$ cat config.mk
export PLATFORM = sky130hd
export DESIGN_NAME = ixc_clock_scheduler
export DESIGN_NICKNAME = d
export VERILOG_FILES = /design/src/rtl/ixc_clk_sched_pkg.sv /design/src/rtl/ixc_clk_min_tree.sv /design/src/rtl/ixc_clock_scheduler.sv
export SDC_FILE = /design/constraint.sdc
export NUM_CORES = 1
export LEC_CHECK = 0
export ABC_AREA = 1
export ABC_CLOCK_PERIOD_IN_PS = 5700
export CORE_MARGIN = 2
export CORE_UTILIZATION = 35
export CTS_BUF_LIST = sky130_fd_sc_hd__clkbuf_8
export DETAILED_ROUTE_END_ITERATION = 10
export PLACE_DENSITY = 0.52
export REMOVE_ABC_BUFFERS = 1
export SYNTH_ARGS = -nofsm -noshare
export SYNTH_HDL_FRONTEND = slang
export SYNTH_SLANG_ARGS = --single-unit
$ cat constraint.sdc
create_clock -name eclk -period 5.7 [get_ports eclk]
set_input_delay 1.14 -clock eclk [delete_from_list [all_inputs] [get_ports eclk]]
set_output_delay 1.14 -clock eclk [all_outputs]
set_load 0.02 [all_outputs]
$ cat src/rtl/ixc_clk_sched_pkg.sv
// ---------------------------------------------------------------------------
// ixc_clk_sched_pkg
//   Shared definitions for the emulated-time clock scheduler: the scheduler
//   state encoding, default widths and the reset half-period.
//   No ports (package).
// ---------------------------------------------------------------------------
package ixc_clk_sched_pkg;

    typedef enum logic [1:0] {
        IDLE  = 2'd0,
        CALC  = 2'd1,
        ISSUE = 2'd2,
        APPLY = 2'd3
    } schedState_t;

    localparam int SCHED_HW       = 10;   // half-period / remaining-count width
    localparam int SCHED_DW       = 11;   // step_delta width
    localparam int SCHED_TW       = 48;   // sim_time width
    localparam int SCHED_DEF_HALF = 625;  // reset value of every half-period

    // Width of a clock index; a single clock still gets a 1-bit index port.
    function automatic int idxWidth(input int n);
        return (n > 1) ? $clog2(n) : 1;
    endfunction

endpackage

$ cat src/rtl/ixc_clk_min_tree.sv
// ---------------------------------------------------------------------------
// ixc_clk_min_tree
//   Combinational minimum over the remaining-time counters of the enabled
//   clocks. Disabled entries are treated as all-ones so they never win.
// Ports:
//   remVec  in   NUM_CLKS x HW  remaining time per clock
//   enMask  in   NUM_CLKS       per-clock enable
//   minVal  out  HW             smallest enabled remaining time
//   anyEn   out  1              at least one clock is enabled
// ---------------------------------------------------------------------------
module ixc_clk_min_tree #(
    parameter int NUM_CLKS = 4,
    parameter int HW       = 10
) (
    input  logic [NUM_CLKS-1:0][HW-1:0] remVec,
    input  logic [NUM_CLKS-1:0]         enMask,
    output logic [HW-1:0]               minVal,
    output logic                        anyEn
);

    always_comb begin
        // NOTE: every output gets a default before the loop so no path leaves
        // it unassigned (no latch); blocking '=' is correct here because each
        // iteration must see the running minimum of the previous one.
        minVal = '1;
        anyEn  = 1'b0;
        for (int i = 0; i < NUM_CLKS; i++) begin
            if (enMask[i]) begin
                anyEn = 1'b1;
                if (remVec[i] < minVal) begin
                    minVal = remVec[i];
                end
            end
        end
    end

endmodule

$ cat src/rtl/ixc_clock_scheduler.sv
// ---------------------------------------------------------------------------
// ixc_clock_scheduler
//   Sequences emulated time for NUM_CLKS free-running clocks, each with a
//   programmable half-period. Every step offers the time to the next edge on
//   a valid/ready handshake; once accepted, the clocks whose edge falls at
//   that time toggle and sim_time advances.
//   Optional feature macro: IXC_CLK_SCHED_STOP_EN adds a stop time that clips
//   the step and ends scheduling with a one-cycle stop_hit pulse.
// Ports:
//   eclk         in   emulation clock, all state on posedge
//   rst          in   synchronous active-high reset
//   start        in   begin scheduling (IDLE only)
//   halt_req     in   stop after the current step completes
//   cfg_we       in   half-period write strobe (IDLE only)
//   cfg_idx      in   clock index for the write
//   cfg_half     in   half-period value (0 is stored as 1)
//   cfg_en_mask  in   per-clock enable, sampled on start
//   step_valid   out  step_delta offered
//   step_delta   out  time to the next edge
//   step_ready   in   time-advance accepts the step
//   clk_out      out  scheduled clock levels
//   sim_time     out  accumulated emulated time
//   stop_time    in   (STOP_EN only) time at which scheduling stops
//   stop_hit     out  (STOP_EN only) one-cycle pulse when stop_time is reached
//   running      out  high outside IDLE
// ---------------------------------------------------------------------------
module ixc_clock_scheduler
    import ixc_clk_sched_pkg::*;
#(
    parameter int NUM_CLKS = 4,
    parameter int HW       = SCHED_HW,
    parameter int DW       = SCHED_DW,
    parameter int TW       = SCHED_TW,
    parameter int DEF_HALF = SCHED_DEF_HALF
) (
    input  logic                          eclk,
    input  logic                          rst,
    input  logic                          start,
    input  logic                          halt_req,
    input  logic                          cfg_we,
    input  logic [idxWidth(NUM_CLKS)-1:0] cfg_idx,
    input  logic [HW-1:0]                 cfg_half,
    input  logic [NUM_CLKS-1:0]           cfg_en_mask,
    output logic                          step_valid,
    output logic [DW-1:0]                 step_delta,
    input  logic                          step_ready,
    output logic [NUM_CLKS-1:0]           clk_out,
    output logic [TW-1:0]                 sim_time,
`ifdef IXC_CLK_SCHED_STOP_EN
    input  logic [TW-1:0]                 stop_time,
    output logic                          stop_hit,
`endif
    output logic                          running
);

    localparam int IW = idxWidth(NUM_CLKS);

    schedState_t                 state, stateNext;
    logic [NUM_CLKS-1:0][HW-1:0] half, rem, remDec;
    logic [NUM_CLKS-1:0]         enMask, clkLvl;
    logic [TW-1:0]               simTime, timeNext;
    logic [DW-1:0]               stepDelta, deltaCalc;
    logic [HW-1:0]               minRem;
    logic                        anyEn;
    logic                        haltSeen;   // halt_req observed since CALC
    logic                        stopNow;    // CALC: stop already reached
    logic                        stopReach;  // APPLY: this step lands on stop

    ixc_clk_min_tree #(
        .NUM_CLKS (NUM_CLKS),
        .HW       (HW)
    ) u_min_tree (
        .remVec (rem),
        .enMask (enMask),
        .minVal (minRem),
        .anyEn  (anyEn)
    );

    // The registered delta never exceeds a remaining count, so its low HW
    // bits are the whole decrement.
    always_comb begin
        for (int i = 0; i < NUM_CLKS; i++) begin
            remDec[i] = rem[i] - stepDelta[HW-1:0];
        end
        timeNext = simTime + TW'(stepDelta);
    end

`ifdef IXC_CLK_SCHED_STOP_EN
    logic [TW-1:0] gapTime;
    logic          stopHitQ;

    // Clip the step to the distance to stop_time; when clipped, the value is
    // below minRem and therefore fits in the delta width.
    always_comb begin
        gapTime   = stop_time - simTime;
        stopNow   = (stop_time <= simTime);
        stopReach = (timeNext == stop_time);
        if (gapTime < TW'(minRem)) begin
            deltaCalc = gapTime[DW-1:0];
        end else begin
            deltaCalc = DW'(minRem);
        end
    end

    always_ff @(posedge eclk) begin
        if (rst) begin
            stopHitQ <= 1'b0;
        end else begin
            stopHitQ <= ((state == CALC) && stopNow) ||
                        ((state == APPLY) && stopReach);
        end
    end

    assign stop_hit = stopHitQ;
`else
    always_comb begin
        stopNow   = 1'b0;
        stopReach = 1'b0;
        deltaCalc = DW'(minRem);
    end
`endif

    // ---------------- FSM: state register ----------------
    always_ff @(posedge eclk) begin
        if (rst) begin
            state <= IDLE;
        end else begin
            state <= stateNext;
        end
    end

    // ---------------- FSM: next state ----------------
    always_comb begin
        stateNext = state;
        unique case (state)
            IDLE:    if (start) stateNext = CALC;
            CALC:    stateNext = (stopNow || !anyEn) ? IDLE : ISSUE;
            ISSUE:   if (step_ready) stateNext = APPLY;
            APPLY:   stateNext = (haltSeen || halt_req || stopReach) ? IDLE : CALC;
            default: stateNext = IDLE;
        endcase
    end

    // ---------------- FSM: outputs ----------------
    always_comb begin
        step_valid = (state == ISSUE);
        running    = (state != IDLE);
        step_delta = stepDelta;
        clk_out    = clkLvl;
        sim_time   = simTime;
    end

    // ---------------- Datapath ----------------
    always_ff @(posedge eclk) begin
        if (rst) begin
            // NOTE: the half/rem arrays are a handful of flops with defined
            // reset values, so they are reset here like any other register
            // rather than left uninitialised as a RAM would be.
            for (int i = 0; i < NUM_CLKS; i++) begin
                half[i] <= HW'(DEF_HALF);
                rem[i]  <= '0;
            end
            enMask    <= '0;
            clkLvl    <= '0;
            simTime   <= '0;
            stepDelta <= '0;
            haltSeen  <= 1'b0;
        end else begin
            unique case (state)
                IDLE: begin
                    for (int i = 0; i < NUM_CLKS; i++) begin
                        if (cfg_we && (cfg_idx == IW'(i))) begin
                            half[i] <= (cfg_half == '0) ? HW'(1) : cfg_half;
                        end
                    end
                    if (start) begin
                        enMask <= cfg_en_mask;
                        for (int i = 0; i < NUM_CLKS; i++) begin
                            rem[i] <= half[i];
                        end
                    end
                end
                CALC: begin
                    haltSeen <= halt_req;
                    if (!stopNow && anyEn) begin
                        stepDelta <= deltaCalc;
                    end
                end
                ISSUE: begin
                    haltSeen <= haltSeen | halt_req;
                end
                APPLY: begin
                    // Disabled clocks keep both level and remaining count.
                    for (int i = 0; i < NUM_CLKS; i++) begin
                        if (enMask[i]) begin
                            if (remDec[i] == '0) begin
                                clkLvl[i] <= ~clkLvl[i];
                                rem[i]    <= half[i];
                            end else begin
                                rem[i]    <= remDec[i];
                            end
                        end
                    end
                    simTime <= timeNext;
                end
                default: ;
            endcase
        end
    end

endmodule

==> flow_summary_export.csv, run 1 <==
group,metric,value,unit
status,outcome,"finished, final reports clean",
sta,fin_crit_sh,0.894,
routing,via_per_inst,5.13,
synth,synth_area_leaders,"dfxtp_1, ha_1, nand2_1",
synth,synth_area,9210,um^2
floorplan,row_count,59,
clocking,cts_hold_buf,0,
global_routing,overflow,0,
sta,fin_crit,5.10,ns
setup_path,rrSetupSlack,0.60,ns
layout,final_area,10800,um^2
routing,ant_nets,0,
setup_path,setup.worst_path.start_class,"flop",
clocking,cts_buffers,17,
setup_path,slowest_delay,0.42,ns
sta,clock.fmax,196,MHz
synth,yosysTopAreaCell,"dfxtp_1",
pwr,power_density,404,nW/um^2
clocking,post-cts-setup-buffers,0,
placement,portBuffers,85,
routing,drc,0,
clocking,cts_tree,"done",
sta,finalHoldViolCount,0,
synth,synth_cell_types,49,
sta,slew_viol_final,0,
global_routing,gr-usage-all-layers,0.216,
clocking,clock-sinks,149,
setup_path,arrival,5.40,ns
global_routing,grt_pass1_wl,47.0,mm
clocking,htreeDepth,4,
floorplan,die_area,27600,um^2
setup_path,worst-path-stages,29,
routing,wl_per_cell,17.1,um
setup_path,critPathRequiredTime,6.00,ns
hold_path,holdCritStartpoint,"sim_time[47]",
synth,ys_warn_count,0,
sta,setup_violations,0,
setup_path,cpMostUsedCell,"nand2_1",
run,max_cap_viol_count,0,
sta,fin_skew,0.0191,ns
clocking,cts.clk_slew.worst_paths,0.10,ns
layout,fillers,2733,
setup_path,r2r-end,"step_delta[2]",
layout,synthToLayoutAreaGrowth,17.0,%
routing,top_layer_used,"met4",
setup_path,criticalPathCategory,"flop to flop",
layout,final_common_cell,"nand2_1",
synth,synth_top_area_frac,0.324,
sta,rsz0062_at_grt,"false",
layout,layout.nets,1483,
setup_path,end_kind,"flop",
floorplan,ios,87,
floorplan,fp.dieH,166,um
global_routing,antenna_found_initial,0,
floorplan,initial_core_util,0.355,
setup_path,critPathBufInv,4,
synth,synth-edff-count,0,
clocking,cts-resized-gates,0,
pwr,leakage,0.00437,uW
floorplan,coreArea,25900,um^2
global_routing,grt_max_degree,78,
global_routing,grt_pass1_vias,8508,
placement,gp_congestion,0.854,
routing,dr_wl_met2,14.1,mm
clocking,worstSkewPairLatency,0.47,ns
sta,finalSetupTns,0,ns
setup_path,crit_family,"compound AO/OA/AOI/OAI gates",
hold_path,min_path_cells,2,
routing,dr.pass1.iters,5,
layout,drive_gt1_frac,0.0495,
setup_path,critPathSlowestCell,"dfxtp_1",
setup_path,cp_max_fo,19,
routing,first_iter_violations,535,
routing,met1_length,13.3,mm
floorplan,dieWidth,166,um
setup_path,r2r_cells,29,
clocking,clockBufferDepth,2,
layout,mostFrequentLayoutCells,"nand2_1, inv_1, a21oi_1",
sta,worst_slew_pin_slew,1.12,ns
placement,place_area,10400,um^2
routing,finalWirelength,29.5,mm
synth,seq_area_frac_synth,0.324,
routing,vias,8857,
clocking,cts_root_buf,"clkbuf_8",
layout,diodes,0,
synth,synthFlopType,"dfxtp_1",
hold_path,hold_class,"flop to flop",
synth,syn_area_per_cell,7.03,um^2
synth,async_reset_ff_frac,0,
sta,slew-limit-headroom,0.244,
setup_path,rr_startpoint,"enMask[0]",
synth,netlist_instances,1310,
routing,wl_met3,1.11,mm
synth,ys_ff_latch,149,
placement,dp_hpwl,22.1,mm
pwr,ir_drop,0.197,mV
hold_path,min_to,"sim_time[47]",
## through the flow
| stage | hold slack [ns] | setup WS (ns) | total power, uW | utilization | instances |
|---|---|---|---|---|---|
| 3_5_place_dp | 0.456 | 0.527 | 3470 | 0.400 | 1696 |
| 3_3_place_gp | 0.450 | 0.640 | 3460 | 0.400 | 1696 |
| 2_1_floorplan | 0.432 | 0.459 | 2860 | - | 1268 |
| 5_1_grt | 0.484 | 0.000124 | 4740 | 0.416 | 1728 |
| 4_1_cts | 0.470 | 0.496 | 4380 | 0.415 | 1728 |
| 6_report | 0.471 | 0.601 | 4350 | 0.416 | 1728 |
## worst min-delay path: stages, from the launching register on
cell and delay (ns):
dfxtp_1 0.32, inv_1 0.06, a21oi_1 0.05
## routing by layer
layer,vias up,track usage
li1,4520,-
met1,4083,0.278
met2,203,0.364
met3,51,0.0317
met4,0,0.0839
met5,-,0
## area by class of cell
type                    count  area (um^2)  area share
multi-input cells         963         5470       0.508
clock inverters            15          171      0.0159
well taps                 335          419      0.0389
repair buffers             93          906      0.0841
flip-flops and latches    149         2980       0.277
inverters                 156          586      0.0544
clock buffers              17          234      0.0217
## cells in the mapped netlist (15+ instances only)
cell type,n
inv_1,154
nand2_1,248
xnor2_1,15
clkbuf_1,30
a21oi_1,155
o211ai_1,21
nor3_1,32
nor2_1,112
xor2_1,35
nand3_1,67
dfxtp_1,149
o21ai_0,102
ha_1,76
## how the worst max path moves through the flow
stage / startpoint / end / slack, ns
floorplan: enMask[0] / step_delta[0] / 0.46
finish: enMask[0] / step_delta[2] / 0.60
detailed placement: enMask[0] / step_delta[5] / 0.53
CTS: enMask[0] / step_delta[5] / 0.50
global placement: enMask[0] / step_delta[1] / 0.64
global route: enMask[0] / step_delta[9] / 0.0001
## state kept, by name (all words and copies together) (netlist names), named ones only
register / count
clk_out: 4
rem: 40
sim_time: 48
haltSeen: 1
half: 40
enMask: 4
state: 1
step_delta: 10
## power breakdown
| part | total, uW | switching [uW] | internal, uW |
|---|---|---|---|
| Sequential | 1350 | 175 | 1170 |
| Clock | 881 | 480 | 401 |
| Combinational | 2120 | 1320 | 798 |
| Total | 4350 | 1980 | 2370 |
## kinds of logic (layout without fill, tap and decap cells)
kind of cell | count (synthesis) | count (layout) | share of synthesized area
compound gates | 332 | 332 | 0.199
xor+xnor | 50 | 50 | 0.0476
fa+ha+maj | 81 | 81 | 0.114
buf+inv | 198 | 281 | 0.0830
flops | 149 | 149 | 0.324
other cells | 1 | 1 | 0.000407
simple gates | 499 | 499 | 0.231
Power figures use the tool's default switching activity.
==> inputs of run 2 (changes only) <==
--- a/config.mk
+++ b/config.mk
@@ -6,11 +6,11 @@
 export NUM_CORES = 1
 export LEC_CHECK = 0
 export ABC_AREA = 1
-export ABC_CLOCK_PERIOD_IN_PS = 5700
 export CORE_MARGIN = 2
 export CORE_UTILIZATION = 35
 export CTS_BUF_LIST = sky130_fd_sc_hd__clkbuf_8
 export DETAILED_ROUTE_END_ITERATION = 10
+export GPL_TIMING_DRIVEN = 0
 export PLACE_DENSITY = 0.52
 export REMOVE_ABC_BUFFERS = 1
 export SYNTH_ARGS = -nofsm -noshare
==> run 2 against run 1 <==
Sequential power barely moved. Register-to-register slack got worse by 0.16 ns. Critical path depth rose by 3. Combinational power rose by 2%. Utilization rose by 0.41 points.
==> flow_summary_export.csv, run 2 (synthesized netlist as in run 1, its figures left out) <==
group,metric,value,unit
status,outcome,"finished, final reports clean",
setup_path,cp_max_fo,19,
placement,gp_congestion,0.853,
sta,slew_viol_final,0,
setup_path,criticalPathCategory,"flop to flop",
layout,drive_gt1_frac,0.0551,
global_routing,grt_pass1_wl,45.9,mm
routing,finalWirelength,29.0,mm
clocking,clock-sinks,149,
pwr,power,4390,uW
routing,first_iter_violations,519,
placement,portBuffers,85,
sta,slew-limit-headroom,0.125,
routing,wl_per_cell,16.7,um
hold_path,holdCritStartpoint,"sim_time[47]",
layout,fillers,2737,
setup_path,arrival,5.66,ns
sta,finalSetupTns,0,ns
global_routing,grt_pass1_vias,8540,
clocking,clockBufferDepth,2,
routing,dr.pass1.iters,5,
floorplan,fp.dieH,166,um
floorplan,initial_core_util,0.355,
hold_path,hold_class,"flop to flop",
floorplan,ios,87,
global_routing,antenna_found_initial,0,
sta,setup_violations,0,
global_routing,grt_max_degree,55,
layout,seq_area,2980,um^2
setup_path,critPathLaunch,"enMask[0]",
clocking,htreeDepth,4,
layout,diodes,0,
routing,via_per_inst,5.08,
floorplan,dieWidth,166,um
floorplan,coreArea,25900,um^2
placement,place_area,10400,um^2
sta,rsz0062_at_grt,"false",
sta,clock.fmax,190,MHz
placement,dp_hpwl,21.9,mm
setup_path,slowest_delay,0.43,ns
setup_path,critPathSlowestCell,"o311ai_4",
clocking,cts_hold_buf,0,
layout,final_common_cell,"nand2_1",
routing,drc,0,
routing,vias,8801,
layout,final_util,0.420,
sta,fin_crit,5.26,ns
clocking,cts_buffers,17,
sta,worst_slew_pin_slew,1.31,ns
layout,multi_input_area,5510,um^2
layout,synthToLayoutAreaGrowth,18.1,%
layout,largest_reg_flops,48,
clocking,cts_tree,"done",
clocking,cts.clk_slew.worst_paths,0.11,ns
sta,fin_skew,0.0197,ns
setup_path,rrSetupSlack,0.44,ns
run,max_cap_viol_count,0,
layout,final_area,10900,um^2
floorplan,row_count,59,
setup_path,setup.worst_path.start_class,"flop",
setup_path,end_kind,"flop",
setup_path,cpMostUsedCell,"nand2_1",
setup_path,rr_startpoint,"enMask[0]",
global_routing,overflow,0,
pwr,ir_drop,0.145,mV
clocking,cts_root_buf,"clkbuf_8",
global_routing,gr-usage-all-layers,0.210,
sta,fin_crit_sh,0.923,
sta,finalHoldViolCount,0,
layout,layout.nets,1487,
pwr,leakage,0.00442,uW
floorplan,die_area,27600,um^2
pwr,power_density,403,nW/um^2
layout,mostFrequentLayoutCells,"nand2_1, a21oi_1, inv_1",
routing,ant_nets,0,
setup_path,critPathRequiredTime,6.10,ns
clocking,worstSkewPairLatency,0.48,ns
==> run 2: what timing repair did <==
action | 4_1_cts | 5_1_grt
resized for setup | 6 | 7
endpoints found under the setup margin | 10 | 10
pin swaps | 0 | 2
setup buffers | 0 | 9
==> run 2: power breakdown <==
part	internal, uW	leakage (uW)	switching (uW)
Sequential	1170	0.00121	177
Combinational	821	0.00301	1340
Clock	379	0.000204	494
==> run 2: final timing paths <==
path | to | depth (start not counted)
max | step_delta[2] | 32
min | sim_time[47] | 2
max reg2reg | step_delta[2] | 32
min reg2reg | sim_time[47] | 2
==> run 2: critical path, delay by kind of cell, from the launching register on <==
| kind | cells | cell delay [ns] |
|---|---|---|
| AO/OA/AOI/OAI | 11 | 2.01 |
| AND/OR/NAND/NOR | 14 | 1.36 |
| adder cells (fa/ha/maj) | 3 | 0.86 |
| buffers and inverters | 4 | 0.58 |
| flip-flops | 1 | 0.37 |
==> run 2: per-stage QoR <==
step	cells	hold WS [ns]	worst slack, ns
floorplan	1268	0.432	0.459
global placement	1688	0.453	-2.40
detailed placement	1691	0.461	-0.942
CTS	1723	0.473	0.119
global route	1732	0.489	0.0106
finish	1732	0.472	0.437
==> run 2: cell type report <==
type	instances	area share
multi-input combinational	963	0.507
clock buffer	18	0.0228
tap	335	0.0385
sequential	149	0.274
inverter	156	0.0540
clock inverter	14	0.0143
timing repair buffer	97	0.0893
==> run 2: metal layers <==
metal,vias up,GRT usage,part of all wire
li1,4537,-,-
met1,4083,0.266,0.46
met2,149,0.375,0.49
met3,32,0.0338,0.033
met4,0,0.0473,0.013
met5,-,0,0
